`config.mk`:
```
export PLATFORM = sky130hd
export DESIGN_NAME = rgb_pwm_drv_flat
export DESIGN_NICKNAME = d
export VERILOG_FILES = /design/src/rtl/rgb_pkg.sv /design/src/rtl/rgb_pwm_drv_if.sv /design/src/rtl/rgb_pwm_chan.sv /design/src/rtl/rgb_pwm_drv.sv /design/src/flat_wrapper.sv
export SDC_FILE = /design/constraint.sdc
export NUM_CORES = 1
export LEC_CHECK = 0
export BUFFER_PORTS_ARGS = -buffer_cell sky130_fd_sc_hd__buf_4
export CORE_ASPECT_RATIO = 2
export CORE_UTILIZATION = 33
export CTS_BUF_LIST = sky130_fd_sc_hd__clkbuf_8
export DETAILED_ROUTE_END_ITERATION = 10
export GPL_ROUTABILITY_DRIVEN = 0
export HOLD_SLACK_MARGIN = 0.15
export SLEW_MARGIN = 10
export SYNTH_ARGS = -nofsm -noshare
export SYNTH_HDL_FRONTEND = slang
export SYNTH_SLANG_ARGS = --single-unit
```
`constraint.sdc`:
```
create_clock -name clk -period 3.3 [get_ports clk]
set_input_delay 0.33 -clock clk [delete_from_list [all_inputs] [get_ports clk]]
set_output_delay 0.33 -clock clk [all_outputs]
set_load 0.01 [all_outputs]
```
`src/rtl/rgb_pkg.sv`:
```
// Shared encodings and helpers for the multi-channel PWM LED driver.
package rgb_pkg;

    typedef enum logic [1:0] {
        MODE_OFF     = 2'd0,
        MODE_STATIC  = 2'd1,
        MODE_BREATHE = 2'd2,
        MODE_BLINK   = 2'd3
    } mode_e;

    typedef enum logic {
        BR_UP   = 1'b0,
        BR_DOWN = 1'b1
    } br_st_e;

    typedef enum logic {
        BL_ON  = 1'b0,
        BL_OFF = 1'b1
    } bl_st_e;

    // Counter width able to hold 0..n-1, never narrower than one bit.
    function automatic int cnt_w(input int n);
        return (n > 1) ? $clog2(n) : 1;
    endfunction

endpackage

```
`src/rtl/rgb_pwm_drv_if.sv`:
```
// Host write port of the PWM LED driver: valid/ready channel write plus error pulse.
interface rgb_pwm_drv_if #(
    parameter int NCH = 3,
    parameter int PW  = 8
);
    import rgb_pkg::*;

    localparam int CHW = cnt_w(NCH);

    logic           wr_vld;
    logic           wr_rdy;
    logic [CHW-1:0] wr_ch;
    mode_e          wr_mode;
    logic [PW-1:0]  wr_lvl;
    logic           wr_err;

    modport master (
        output wr_vld, wr_ch, wr_mode, wr_lvl,
        input  wr_rdy, wr_err
    );

    modport slave (
        input  wr_vld, wr_ch, wr_mode, wr_lvl,
        output wr_rdy, wr_err
    );

endinterface

```
`src/rtl/rgb_pwm_chan.sv`:
```
// One LED channel: shadow/active mode, breathe and blink sequencers, duty compare and output flop.
module rgb_pwm_chan
    import rgb_pkg::*;
#(
    parameter int PW        = 8,
    parameter int STEP_DIV  = 4,
    parameter int BLINK_PER = 64,
    parameter int ACT_LOW   = 1
) (
    input  logic          clk,
    input  logic          rst,
    input  logic          wr_en,
    input  mode_e         wr_mode,
    input  logic [PW-1:0] wr_lvl,
    input  logic          bnd,
    input  logic [PW-1:0] pwm_cnt,
    output logic          led
);

    localparam int            SW        = cnt_w(STEP_DIV);
    localparam int            BW        = cnt_w(BLINK_PER);
    localparam logic [SW-1:0] STEP_LAST = SW'(STEP_DIV - 1);
    localparam logic [BW-1:0] BL_LAST   = BW'(BLINK_PER - 1);
    localparam logic [PW-1:0] PW_MAX    = {PW{1'b1}};
    localparam logic          ACT_LOW_B = (ACT_LOW != 0);

    mode_e         sh_mode_r;
    logic [PW-1:0] sh_lvl_r;
    mode_e         act_mode_r;
    logic [PW-1:0] duty_r;
    logic [SW-1:0] step_cnt_r;
    logic [BW-1:0] blink_cnt_r;
    br_st_e        br_st_r;
    bl_st_e        bl_st_r;
    logic          led_r;
    logic [PW-1:0] duty_inc_s;
    logic [PW-1:0] duty_dec_s;

    // Saturating neighbours of the current duty for the breathe ramp.
    always_comb begin
        duty_inc_s = (duty_r == PW_MAX) ? duty_r : duty_r + PW'(1);
        duty_dec_s = (duty_r == '0)     ? duty_r : duty_r - PW'(1);
    end

    // Shadow capture, boundary-aligned duty sequencing and registered LED compare.
    always_ff @(posedge clk) begin
        if (rst) begin
            sh_mode_r   <= MODE_OFF;
            sh_lvl_r    <= '0;
            act_mode_r  <= MODE_OFF;
            duty_r      <= '0;
            step_cnt_r  <= '0;
            blink_cnt_r <= '0;
            br_st_r     <= BR_UP;
            bl_st_r     <= BL_ON;
            led_r       <= ACT_LOW_B;
        end else begin
            if (wr_en) begin
                sh_mode_r <= wr_mode;
                sh_lvl_r  <= wr_lvl;
            end
            led_r <= (pwm_cnt < duty_r) ^ ACT_LOW_B;
            // Boundary sees the shadow as it was before any same-cycle write.
            if (bnd) begin
                act_mode_r <= sh_mode_r;
                if (sh_mode_r != act_mode_r) begin
                    step_cnt_r  <= '0;
                    blink_cnt_r <= '0;
                    br_st_r     <= BR_UP;
                    bl_st_r     <= BL_ON;
                    case (sh_mode_r)
                        MODE_STATIC, MODE_BLINK: duty_r <= sh_lvl_r;
                        default:                 duty_r <= '0;
                    endcase
                end else begin
                    case (sh_mode_r)
                        MODE_STATIC: duty_r <= sh_lvl_r;
                        MODE_BREATHE: begin
                            if (sh_lvl_r == '0) begin
                                duty_r     <= '0;
                                br_st_r    <= BR_UP;
                                step_cnt_r <= '0;
                            end else if (step_cnt_r == STEP_LAST) begin
                                step_cnt_r <= '0;
                                case (br_st_r)
                                    BR_UP: begin
                                        duty_r  <= duty_inc_s;
                                        br_st_r <= (duty_inc_s >= sh_lvl_r) ? BR_DOWN : BR_UP;
                                    end
                                    BR_DOWN: begin
                                        duty_r  <= duty_dec_s;
                                        br_st_r <= (duty_dec_s == '0) ? BR_UP : BR_DOWN;
                                    end
                                    default: begin
                                        duty_r  <= '0;
                                        br_st_r <= BR_UP;
                                    end
                                endcase
                            end else begin
                                step_cnt_r <= step_cnt_r + SW'(1);
                            end
                        end
                        MODE_BLINK: begin
                            if (blink_cnt_r == BL_LAST) begin
                                blink_cnt_r <= '0;
                                bl_st_r     <= (bl_st_r == BL_ON) ? BL_OFF : BL_ON;
                                duty_r      <= (bl_st_r == BL_ON) ? '0 : sh_lvl_r;
                            end else begin
                                blink_cnt_r <= blink_cnt_r + BW'(1);
                                duty_r      <= (bl_st_r == BL_ON) ? sh_lvl_r : '0;
                            end
                        end
                        default: duty_r <= '0;
                    endcase
                end
            end
        end
    end

    assign led = led_r;

endmodule

```
`src/rtl/rgb_pwm_drv.sv`:
```
// Multi-channel PWM LED driver: write port, shared prescaler/PWM timebase, one channel per LED.
module rgb_pwm_drv
    import rgb_pkg::*;
#(
    parameter int NCH       = 3,
    parameter int PW        = 8,
    parameter int PRESCALE  = 256,
    parameter int STEP_DIV  = 4,
    parameter int BLINK_PER = 64,
    parameter int ACT_LOW   = 1
) (
    input  logic           clk,
    input  logic           rst,
    rgb_pwm_drv_if.slave   wr,
    output logic           prd_stb,
    output logic [NCH-1:0] led
);

    localparam int              CHW      = cnt_w(NCH);
    localparam int              PREW     = cnt_w(PRESCALE);
    localparam logic [PREW-1:0] PRE_LAST = PREW'(PRESCALE - 1);
    localparam logic [PW-1:0]   PW_MAX   = {PW{1'b1}};

    logic [PREW-1:0] pre_cnt_r;
    logic [PREW-1:0] pre_nxt_s;
    logic [PW-1:0]   pwm_cnt_r;
    logic [PW-1:0]   pwm_nxt_s;
    logic            prd_stb_r;
    logic            prd_nxt_s;
    logic            rdy_r;
    logic            err_r;
    logic            wr_acc_s;
    logic [NCH-1:0]  wr_en_s;

    // Next timebase state; prd_stb is looked ahead one cycle so it can leave a flop.
    always_comb begin
        if (pre_cnt_r == PRE_LAST) begin
            pre_nxt_s = '0;
            pwm_nxt_s = pwm_cnt_r + PW'(1);
        end else begin
            pre_nxt_s = pre_cnt_r + PREW'(1);
            pwm_nxt_s = pwm_cnt_r;
        end
        prd_nxt_s = (pre_nxt_s == PRE_LAST) && (pwm_nxt_s == PW_MAX);
    end

    // Write accept and per-channel enable decode.
    always_comb begin
        wr_acc_s = wr.wr_vld & rdy_r;
        wr_en_s  = '0;
        for (int i = 0; i < NCH; i++) begin
            wr_en_s[i] = wr_acc_s && (wr.wr_ch == CHW'(i));
        end
    end

    // Timebase, ready and error flops.
    always_ff @(posedge clk) begin
        if (rst) begin
            pre_cnt_r <= '0;
            pwm_cnt_r <= '0;
            prd_stb_r <= 1'b0;
            rdy_r     <= 1'b0;
            err_r     <= 1'b0;
        end else begin
            pre_cnt_r <= pre_nxt_s;
            pwm_cnt_r <= pwm_nxt_s;
            prd_stb_r <= prd_nxt_s;
            rdy_r     <= 1'b1;
            err_r     <= wr_acc_s && ({1'b0, wr.wr_ch} >= (CHW + 1)'(NCH));
        end
    end

    for (genvar i = 0; i < NCH; i++) begin : g_chan
        rgb_pwm_chan #(
            .PW        (PW),
            .STEP_DIV  (STEP_DIV),
            .BLINK_PER (BLINK_PER),
            .ACT_LOW   (ACT_LOW)
        ) u_chan (
            .clk     (clk),
            .rst     (rst),
            .wr_en   (wr_en_s[i]),
            .wr_mode (wr.wr_mode),
            .wr_lvl  (wr.wr_lvl),
            .bnd     (prd_stb_r),
            .pwm_cnt (pwm_cnt_r),
            .led     (led[i])
        );
    end

    assign wr.wr_rdy = rdy_r;
    assign wr.wr_err = err_r;
    assign prd_stb   = prd_stb_r;

endmodule

```
`src/flat_wrapper.sv`:
```
// flat-port wrapper written by rule: the top's interface ports become plain ports
module rgb_pwm_drv_flat import rgb_pkg::*;
#(
    parameter int NCH       = 3,
    parameter int PW        = 8,
    parameter int PRESCALE  = 256,
    parameter int STEP_DIV  = 4,
    parameter int BLINK_PER = 64,
    parameter int ACT_LOW   = 1
)
  (clk, rst, prd_stb, led, wr_wr_vld, wr_wr_ch, wr_wr_mode, wr_wr_lvl, wr_wr_rdy, wr_wr_err);
  rgb_pwm_drv_if #(.NCH(NCH), .PW(PW)) wr_i ();
  input  logic clk;
  input  logic rst;
  output logic prd_stb;
  output logic [NCH-1:0] led;
  input wire logic [$bits(wr_i.wr_vld)-1:0] wr_wr_vld;
  input wire logic [$bits(wr_i.wr_ch)-1:0] wr_wr_ch;
  input wire logic [$bits(wr_i.wr_mode)-1:0] wr_wr_mode;
  input wire logic [$bits(wr_i.wr_lvl)-1:0] wr_wr_lvl;
  output wire logic [$bits(wr_i.wr_rdy)-1:0] wr_wr_rdy;
  output wire logic [$bits(wr_i.wr_err)-1:0] wr_wr_err;
  assign wr_i.wr_vld = wr_wr_vld;
  assign wr_i.wr_ch = wr_wr_ch;
  assign wr_i.wr_mode = wr_wr_mode;
  assign wr_i.wr_lvl = wr_wr_lvl;
  assign wr_wr_rdy = wr_i.wr_rdy;
  assign wr_wr_err = wr_i.wr_err;
  rgb_pwm_drv #(.NCH(NCH), .PW(PW), .PRESCALE(PRESCALE), .STEP_DIV(STEP_DIV), .BLINK_PER(BLINK_PER), .ACT_LOW(ACT_LOW)) u_core (.clk(clk), .rst(rst), .wr(wr_i), .prd_stb(prd_stb), .led(led));
endmodule
```
### Word level (Yosys, flattened, before mapping)

Index checks and enable logic that the tools add are counted.

| storage, ports and cells | value |
|---|---|
| output and inout bits | 6 |
| register bits | 112 |
| memories | 0 |
| RAM bits | 0 |
| logic and storage cells | 224 |
| latch bits | 0 |
| input bits | 15 |
| memory bits (read-only) | 0 |

| cells by class | value |
|---|---|
| bitwise gates (word level) | 7 |
| $lt $le $gt $ge | 7 |
| muxes and demuxes | 90 |
| add/sub/neg operators | 14 |
| shifts and indexed selects | 0 |
| div/mod/pow operators | 0 |
| reductions and logical operators | 45 |
| multiply operators | 0 |
| eq/ne operators | 29 |

Operators with widths:

| kind | count |
|---|---|
| two-way mux 8 bit | 29 |
| logical NOT 8 bit | 9 |
| case mux 8 bit (3 select lines) | 3 |
| two-way mux 6 bit | 9 |
| == test 8 bit, second input constant | 6 |
| case mux 8 bit (2 select lines) | 3 |
| adder 8 x 1 -> 8 bit, second input constant | 5 |
| two-way mux 1 bit | 31 |
| greater-or-equal comparator 8 bit | 3 |
| less-than comparator 8 bit | 3 |
| two-way mux 2 bit | 12 |
| subtractor 8 x 1 -> 8 bit, second input constant | 3 |
| == test 2 bit, second input constant | 10 |
| adder 6 x 1 -> 6 bit, second input constant | 3 |
| == test 6 bit, second input constant | 3 |
| AND reduction 2 bit | 9 |
| AND reduction 3 bit | 6 |
| nonzero test 2 bit | 9 |
| inequality test 4 bit, second input constant | 3 |
| nonzero test 3 bit | 3 |
| == test 2 x 1 -> 1 bit, second input constant | 4 |
| adder 2 x 1 -> 2 bit, second input constant | 3 |
| inequality test 2 bit | 3 |
| NOT 1 bit | 6 |
| 6 further kinds | 14 |

### Logic depth before layout (Yosys ltp)

Gate-level depths: netlist of run 1.

| depth | value |
|---|---|
| word-level depth | 9 |
| gate-level depth with buffers | 12 |

### By module

From an unflattened synthesis of run 1, not the netlist that was laid out.

| second synthesis, totals | value |
|---|---|
| cells, all modules | 897 |
| area, all modules | 7,688.6 um2 |

By module, submodules not included:

| module | times used | area an instance (um2) | cells each | sequential area each (um2) |
|---|---|---|---|---|
| rgb_pwm_chan | 3 | 2,270.9 | 268 | 620.6 |
| rgb_pwm_drv | 1 | 875.8 | 93 | 380.4 |

### Worst setup path after synthesis of run 1

No wires, ideal clock.

| path | value |
|---|---|
| kind | register to register |
| start | reg u_core.g_chan[0].u_chan.duty_r[1] |
| end | reg u_core.g_chan[0].u_chan.br_st_r |
| path slack | 814 ps |
| path buffers | 0 |
| arrival | 2,368 ps |
| stages on the path, launching flop included | 11 |
| library setup time | 118 ps |
| period minus slack after synthesis | 2,486 ps |
| path through | dfxtp_1 > ha_1 > nand2_1 > nor3_2 > mux2_2 > ha_1 > a21o_1 > a21o_1 > a211oi_1 > o21ai_0 > o2111a_1 |

| between the ends | value |
|---|---|
| longest elaborated chain between the ends | 9 |
| elaborated cells on any way between the ends | 15 |
| those cells by class | 2 x add/sub; 1 x order compare; 1 x eq/ne; 9 x mux; 2 x reduce/logical |

RTL lines:

| what | RTL line | text |
|---|---|---|
| from (decl) | rgb_pwm_chan.sv:30 | `logic [PW-1:0] duty_r;` |
| from (signal assigned) | rgb_pwm_chan.sv:72 | `MODE_STATIC, MODE_BLINK: duty_r <= sh_lvl_r;` |
| from (signal assigned) | rgb_pwm_chan.sv:77 | `MODE_STATIC: duty_r <= sh_lvl_r;` |
| from (signal assigned) | rgb_pwm_chan.sv:87 | `duty_r <= duty_inc_s;` |
| adder 8 x 1 -> 8 bit (tied with other cells) | rgb_pwm_chan.sv:41 | `duty_inc_s = (duty_r == PW_MAX) ? duty_r : duty_r + PW'(1);` |
| two-way mux 8 bit (on tied branches) | rgb_pwm_chan.sv:41, rgb_pwm_chan.sv:42 |  |
| greater-or-equal comparator 8 bit / logical NOT 8 bit (equally long branches) | rgb_pwm_chan.sv:88, rgb_pwm_chan.sv:92 |  |
| two-way mux 1 bit (on tied branches) | rgb_pwm_chan.sv:88, rgb_pwm_chan.sv:92 |  |
| case mux 1 bit (2 select lines) (*) | rgb_pwm_chan.sv:85 | `case (br_st_r)` |
| two-way mux 1 bit (*) | rgb_pwm_chan.sv:83 | `end else if (step_cnt_r == STEP_LAST) begin` |
| two-way mux 1 bit (*) | rgb_pwm_chan.sv:79 | `if (sh_lvl_r == '0) begin` |
| two-way mux 1 bit (*) | rgb_pwm_chan.sv:76 | `case (sh_mode_r)` |
| two-way mux 1 bit (*) | rgb_pwm_chan.sv:66 | `if (sh_mode_r != act_mode_r) begin` |
| to (signal assigned) | rgb_pwm_chan.sv:88 | `br_st_r <= (duty_inc_s >= sh_lvl_r) ? BR_DOWN : BR_UP;` |
| to (signal assigned) | rgb_pwm_chan.sv:92 | `br_st_r <= (duty_dec_s == '0) ? BR_UP : BR_DOWN;` |
| to (decl) | rgb_pwm_chan.sv:33 | `br_st_e br_st_r;` |

Mark *: on every way between the ends. The rest lies on a longest branch, timed or not. The select of a mux whose other input is x is not followed.
A chain may end at the register's enable or synchronous reset.

### Worst setup path after layout of run 1

Ends and elaborated chain as after synthesis.

==> flow_summary.yaml, run 1 <==
finish:
  layout_common_cells: "nand2_1, dfxtp_1, nor2_1"
  multiInputGateArea_um2: 4930
  layout-drive-gt1-share_pct: 7.13
  final_common_cell: "nand2_1"
  final-instance-count-excl-fill: 1262
  n_fill_cell: 2403
  num_antenna_cells: 0
  final_area_um2: 8180
  regArea_um2: 2240
  area_growth_pct: 6.45
  fin_nets: 1055
logic_synthesis:
  ys_types: 74
  seq_area_frac_synth_pct: 29.2
  ys_warn_count: 0
  syn_avg_cell_area_um2: 7.72
  synthArstFlopShare_pct: 0
  synth_cells: 995
  synth-edff-count: 0
  ys_ff_latch: 112
  synthFlopType: "dfxtp_1"
  netlist_area_um2: 7680
  synthesis.nets: 1073
worst_setup_path:
  cp.required_ns: 3.61
  path_buf_inv: 0
  path_delay_family: "compound AO/OA/AOI/OAI gates"
  path_cells: "ha_1, nand2_1, nor3_2, mux2_2, ha_1, a21o_1, a21o_1, a211oi_1, o21ai_0, o2111a_1"
  start_kind: "flop"
  end_kind: "flop"
  slowest_stage: "dfxtp_1"
  r2r_cells: 10
  worstPathMaxFanout: 7
  path_class: "reg -> reg"
  r2r-end: "u_core.g_chan[0].u_chan.br_st_r"
  timing.rr.start: "u_core.g_chan[0].u_chan.duty_r[1]"
  r2r_slack_ns: 0.57
  cp.arrival_ns: 3.04
  max_stage_delay_ns: 0.44
clock_tree:
  ctsHoldBuffers: 0
  cts.reportedPaths.clkPinSlew_ns: 0.10
  htreeDepth: 3
  numCtsBuffers: 9
  cts_max_path_buffers: 2
  cts_tree: "done"
  insertion_delay_ns: 0.41
  cts.sinks: 112
  cts_resized: 0
  post_cts_buffers: 0
  root_buffer: "clkbuf_8"
power_and_ir_drop:
  p_total_mw: 2.52
  powerDensity_nw_per_um2: 309
  irDropWorstVdd_mv: 0.290
  leakagePower_nw: 2.87
worst_hold_path:
  worstHoldPathCells: 3
  hold_path_end: "u_core.g_chan[1].u_chan.sh_lvl_r[4]"
  worstHoldStart: "wr_wr_lvl[4]"
  hold_class: "in -> reg"
timing:
  rsz0062_at_grt: "no"
  min_period_over_period_pct: 82.6
  finalSetupTns_ns: 0
  max_slew_margin_pct: 34.0
  tightest_slew_ns: 0.975
  fin_crit_ns: 2.73
  fin_worst_skew_ns: 0.0116
  finalSetupViolations: 0
  finalHoldViolations: 0
  final-max-slew-violation-count: 0
  clock.fmax_ghz: 0.367
die:
  die_area_um2: 23900
  rows: 78
  die_w_um: 110
  ios: 21
  initial_core_util_pct: 33.8
  core_um2: 22700
  dieHeight_um: 218
global_routing:
  antenna_found_initial: 0
  grt_pass1_wl_um: 34400
  met2_usage_pct: 34.5
  use_met3_pct: 3.29
  grt-ovfl-total: 0
  grt_max_degree: 53
  grt_pass1_vias: 6832
  grt_use_total_pct: 18.9
  globalRoute.busiestLayer: "met2"
  gr-usage-met1_pct: 18.0
route:
  drc_errors: 0
  ant_nets: 0
  dr.pass1.iters: 5
  drt-total-wl_um: 21400
  drtIter0Drc: 268
  viasPerCell: 5.64
  vias: 7116
  avgRoutedWirePerCell_um: 17.0
placement:
  place_hpwl_um: 16700
  io_buffers: 20
  dp_cells: 1246
  dpl_cell_area_um2: 7940
status:
  status: "completed"
flow_run:
  maxCapViolations: 0
## sequential cells by signal (all words and copies together), names as in the netlist
register / count
u_core.g_chan.u_chan.bl_st_r: 3
u_core.prd_stb: 1
u_core.g_chan.u_chan.duty_r: 24
u_core.g_chan.u_chan.blink_cnt_r: 18
u_core.g_chan.u_chan.sh_lvl_r: 24
u_core.g_chan.u_chan.led: 3
u_core.pwm_cnt_r: 8
u_core.g_chan.u_chan.br_st_r: 3
u_core.pre_cnt_r: 8
u_core.wr.wr_rdy: 1
u_core.wr.wr_err: 1
u_core.g_chan.u_chan.step_cnt_r: 6
u_core.g_chan.u_chan.sh_mode_r: 6
u_core.g_chan.u_chan.act_mode_r: 6
## worst max path at each step
stage | from | endpoint | depth (start not counted)
finish | u_core.g_chan[0].u_chan.duty_r[1] | u_core.g_chan[0].u_chan.br_st_r | 10
global route | u_core.g_chan[1].u_chan.duty_r[1] | u_core.g_chan[1].u_chan.br_st_r | 11
CTS | u_core.g_chan[0].u_chan.duty_r[1] | u_core.g_chan[0].u_chan.br_st_r | 10
detailed placement | u_core.g_chan[0].u_chan.duty_r[1] | u_core.g_chan[0].u_chan.br_st_r | 10
global placement | u_core.g_chan[0].u_chan.duty_r[1] | u_core.g_chan[0].u_chan.br_st_r | 10
floorplan | u_core.g_chan[0].u_chan.duty_r[1] | u_core.g_chan[0].u_chan.br_st_r | 10
## cell type report
class                      instances  area share [%]
tap                              280            4.28
sequential                       112            27.4
timing repair buffer              28            2.57
clock buffer                      10            1.68
inverter                          54            2.48
multi-input combinational        772            60.3
clock inverter                     6            1.32
## cell usage after synthesis, drive strengths merged (5+ instances only)
cell | n | area, µm²
o21ai | 56 | 280
nor2b | 6 | 37.5
nand2 | 127 | 477
nand4 | 11 | 68.8
or4 | 18 | 135
mux2i | 12 | 120
and2 | 6 | 37.5
and3 | 13 | 81.3
mux2 | 6 | 67.6
nor3 | 32 | 165
dfxtp | 112 | 2240
nor2 | 96 | 365
ha | 63 | 788
o211ai | 11 | 87.6
buf | 28 | 191
inv | 52 | 195
a221o | 5 | 50.1
a31oi | 13 | 81.3
o31ai | 6 | 45.0
o21a | 5 | 45.0
xor2 | 15 | 131
a211oi | 20 | 165
a21o | 11 | 82.6
a22oi | 10 | 75.1
nand3 | 37 | 185
nor4 | 9 | 56.3
xnor2 | 25 | 241
a21oi | 83 | 415
clkbuf | 29 | 119
or3 | 10 | 67.6
nand2b | 10 | 62.6
## worst register-to-register path: stages, from the launching register on
cell	delay [ns]
dfxtp_1	0.44
ha_1	0.28
nand2_1	0.16
nor3_2	0.28
mux2_2	0.38
ha_1	0.29
a21o_1	0.15
a21o_1	0.17
a211oi_1	0.22
o21ai_0	0.12
o2111a_1	0.14
## cells by family (layout without fill, tap and decap cells)
| family | count (synthesis) | after routing | share of synthesized area, % |
|---|---|---|---|
| AND/OR/NAND/NOR | 398 | 398 | 25.3 |
| adder cells (fa/ha/maj) | 63 | 63 | 10.3 |
| AO/OA/AOI/OAI | 253 | 253 | 21.3 |
| flip-flops | 112 | 112 | 29.2 |
| buffers and inverters | 111 | 98 | 6.68 |
| multiplexers | 18 | 18 | 2.44 |
| XOR/XNOR | 40 | 40 | 4.85 |
## routing by layer
layer  wire length (µm)  vias up  part of all wire (%)
met5                  0        -                     0
met4               1650        0                   7.7
met3                654       85                   3.1
met2              11500      175                    54
met1               7660     3334                    36
li1                   -     3522                     -
## per-stage QoR
stage          hold slack (ns)  util (%)  worst slack, ns
2_1_floorplan            0.452         -            0.814
3_3_place_gp             0.472      34.9            0.646
3_5_place_dp             0.478      34.9            0.599
4_1_cts                  0.157      36.0            0.573
5_1_grt                  0.159      36.0            0.326
6_report                 0.184      36.0            0.574
## power breakdown
part           internal (mW)  switching, mW  leakage (nW)
combinational         0.0439         0.0824          1.84
sequential              1.36         0.0170         0.904
clock                  0.522          0.496         0.128
total                   1.93          0.595          2.87
(Power assumes the default switching activity.)
==> inputs of run 2 (changes only) <==
- clock period: 3.3 -> 2.5 ns (I/O delays scaled with it)
==> flow_summary.yaml, run 2 (synthesis results as in run 1) <==
status:
  status: "completed"
power_and_ir_drop:
  switchingPower_uw: 771
  intPower_mw: 2.26
  p_clk_share_pct: 33.6
  comb_power_share_pct: 6.5
  seqPwrFrac_pct: 59.9
  powerDensity_nw_per_um2: 347
  leakagePower_nw: 3.24
  swShare_pct: 25.4
  irDropWorstVdd_mv: 0.463
route:
  viasPerCell: 5.57
  drtIter0Drc: 273
  avgRoutedWirePerCell_um: 16.6
  ant_nets: 0
  dr.pass1.iters: 6
  drt-total-wl_um: 22200
  drc_errors: 0
  vias: 7455
worst_setup_path:
  cp.arrival_ns: 2.67
  path_cells: "ha_2, and4_1, a21oi_1, nand2_1, xnor2_1, ha_1, a21o_1, a31oi_1, o21ai_0, a21oi_1, a311oi_1"
  end_kind: "flop"
  worst_path_most_repeated_cell: "a21oi_1"
  max_stage_delay_ns: 0.35
  r2r_slack_ns: 0.11
  worstPathMaxFanout: 5
  path_class: "reg -> reg"
  cp.required_ns: 2.78
  slowest_stage: "dfxtp_2"
  timing.rr.start: "u_core.g_chan[1].u_chan.duty_r[0]"
  start_kind: "flop"
  r2r-end: "u_core.g_chan[1].u_chan.br_st_r"
  r2r_cells: 11
placement:
  place_ws_ns: 0.0379
  io_buffers: 20
  place_hpwl_um: 17500
worst_hold_path:
  hold_class: "in -> reg"
  worstHoldStart: "rst"
  hold_path_end: "u_core.g_chan[0].u_chan.act_mode_r[0]"
  worstHoldPathCells: 2
global_routing:
  grt_use_total_pct: 19.5
  grt_pass1_vias: 7284
  antenna_found_initial: 1
  grt_max_degree: 43
  grt_pass1_wl_um: 35500
  grt-ovfl-total: 0
timing:
  fin_worst_skew_ns: 0.00787
  fin_crit_ns: 2.39
  final-max-slew-violation-count: 0
  tightest_slew_ns: 0.594
  min_period_over_period_pct: 95.5
  worst_slack_ns: 0.114
  finalSetupViolations: 0
  clock.fmax_ghz: 0.419
  max_slew_margin_pct: 60.3
  rsz0062_at_grt: "yes"
  finalHoldViolations: 0
  finalSetupTns_ns: 0
die:
  die_w_um: 110
  die_area_um2: 23900
  rows: 78
  core_um2: 22700
  initial_core_util_pct: 33.8
  dieHeight_um: 218
  ios: 21
finish:
  layout_common_cells: "nand2_1, dfxtp_1, nor2_1, buf_4, a21oi_1"
  area_growth_pct: 13.6
  fin_nets: 1130
  layout-drive-gt1-share_pct: 13.4
  reg.largest.list: "u_core.g_chan.u_chan.duty_r (24), u_core.g_chan.u_chan.sh_lvl_r (24), u_core.g_chan.u_chan.blink_cnt_r (18)"
  final_common_cell: "nand2_1"
clock_tree:
  insertion_delay_ns: 0.40
  numCtsBuffers: 9
  cts_max_path_buffers: 2
  cts.reportedPaths.clkPinSlew_ns: 0.10
  post_cts_buffers: 0
  root_buffer: "clkbuf_8"
  htreeDepth: 3
  cts_tree: "done"
  cts.sinks: 112
flow_run:
  maxCapViolations: 0
[run 2: changes by cell type in the layout (fill, tap and decap cells not counted), sizes merged]
cell,previous run,this run
diode,0,1
clkinv,4,5
inv,53,54
clkinvlp,0,1
dlygate4sd3,0,10
bufinv,3,0
buf,28,93
[run 2: how the worst max path moves through the flow]
| stage | to | startpoint | depth (start not counted) | slack (ns) |
|---|---|---|---|---|
| 2_1_floorplan | u_core.g_chan[0].u_chan.br_st_r | u_core.g_chan[0].u_chan.duty_r[1] | 10 | 0.01 |
| 3_3_place_gp | u_core.g_chan[1].u_chan.br_st_r | u_core.g_chan[1].u_chan.duty_r[0] | 11 | 0.07 |
| 3_5_place_dp | u_core.g_chan[1].u_chan.br_st_r | u_core.g_chan[1].u_chan.duty_r[0] | 11 | 0.04 |
| 4_1_cts | u_core.g_chan[1].u_chan.br_st_r | u_core.g_chan[1].u_chan.duty_r[0] | 11 | 0.002 |
| 5_1_grt | u_core.g_chan[1].u_chan.br_st_r | u_core.g_chan[1].u_chan.duty_r[0] | 11 | -0.02 |
| 6_report | u_core.g_chan[1].u_chan.br_st_r | u_core.g_chan[1].u_chan.duty_r[0] | 11 | 0.11 |
[run 2: through the flow]
stage	instances	total power, mW	cell area (µm²)	hold slack (ns)	utilization (%)
after global routing	1338	3.16	8730	0.193	38.4
after global placement	1311	2.04	8420	0.467	37.0
after floorplan	995	1.96	7680	0.386	-
after detailed placement	1311	2.04	8420	0.478	37.0
final	1338	3.03	8730	0.207	38.4
after CTS	1337	3.08	8700	0.186	38.3
[run 2: worst max-delay path, delay by kind of cell, from the launching register on]
kind	cells	cell delay, ns
AOI/OAI and AO/OA	6	0.86
xor gates and xnor gates	1	0.22
adders and majority gates	2	0.50
DFF	1	0.35
and+or+nand+nor	2	0.32
[run 2: power groups by stage]
stage                     Sequential (mW)  Clock (mW)  Combinational (mW)
after floorplan                      1.85           0               0.112
after global placement               1.86           0               0.184
after detailed placement             1.86           0               0.185
after CTS                            1.82        1.07               0.197
after global routing                 1.82        1.13               0.217
final                                1.82        1.02               0.197
[run 2: final cells by class]
type | instances | area [µm²]
tap | 280 | 350
antenna | 1 | 2.50
clock buffer | 10 | 138
clock inverter | 6 | 37.5
timing repair buffer | 103 | 798
fill | 2370 | 14000
inverter | 54 | 203
multi-input combinational | 772 | 4950
sequential | 112 | 2250
[run 2: routing by layer]
metal	wire (µm)	GRT usage (%)	vias to the layer above
met2	12100	36.9	189
met3	650	2.99	85
met1	7730	17.7	3498
li1	-	-	3683
met5	0	0	-
met4	1690	14.9	0
[run 2: repair_timing]
item | CTS | global route
endpoints found under the hold margin | 30 | 0
gates resized for setup | 0 | 12
hold buffers | 10 | 0
endpoints found under the setup margin | 0 | 2
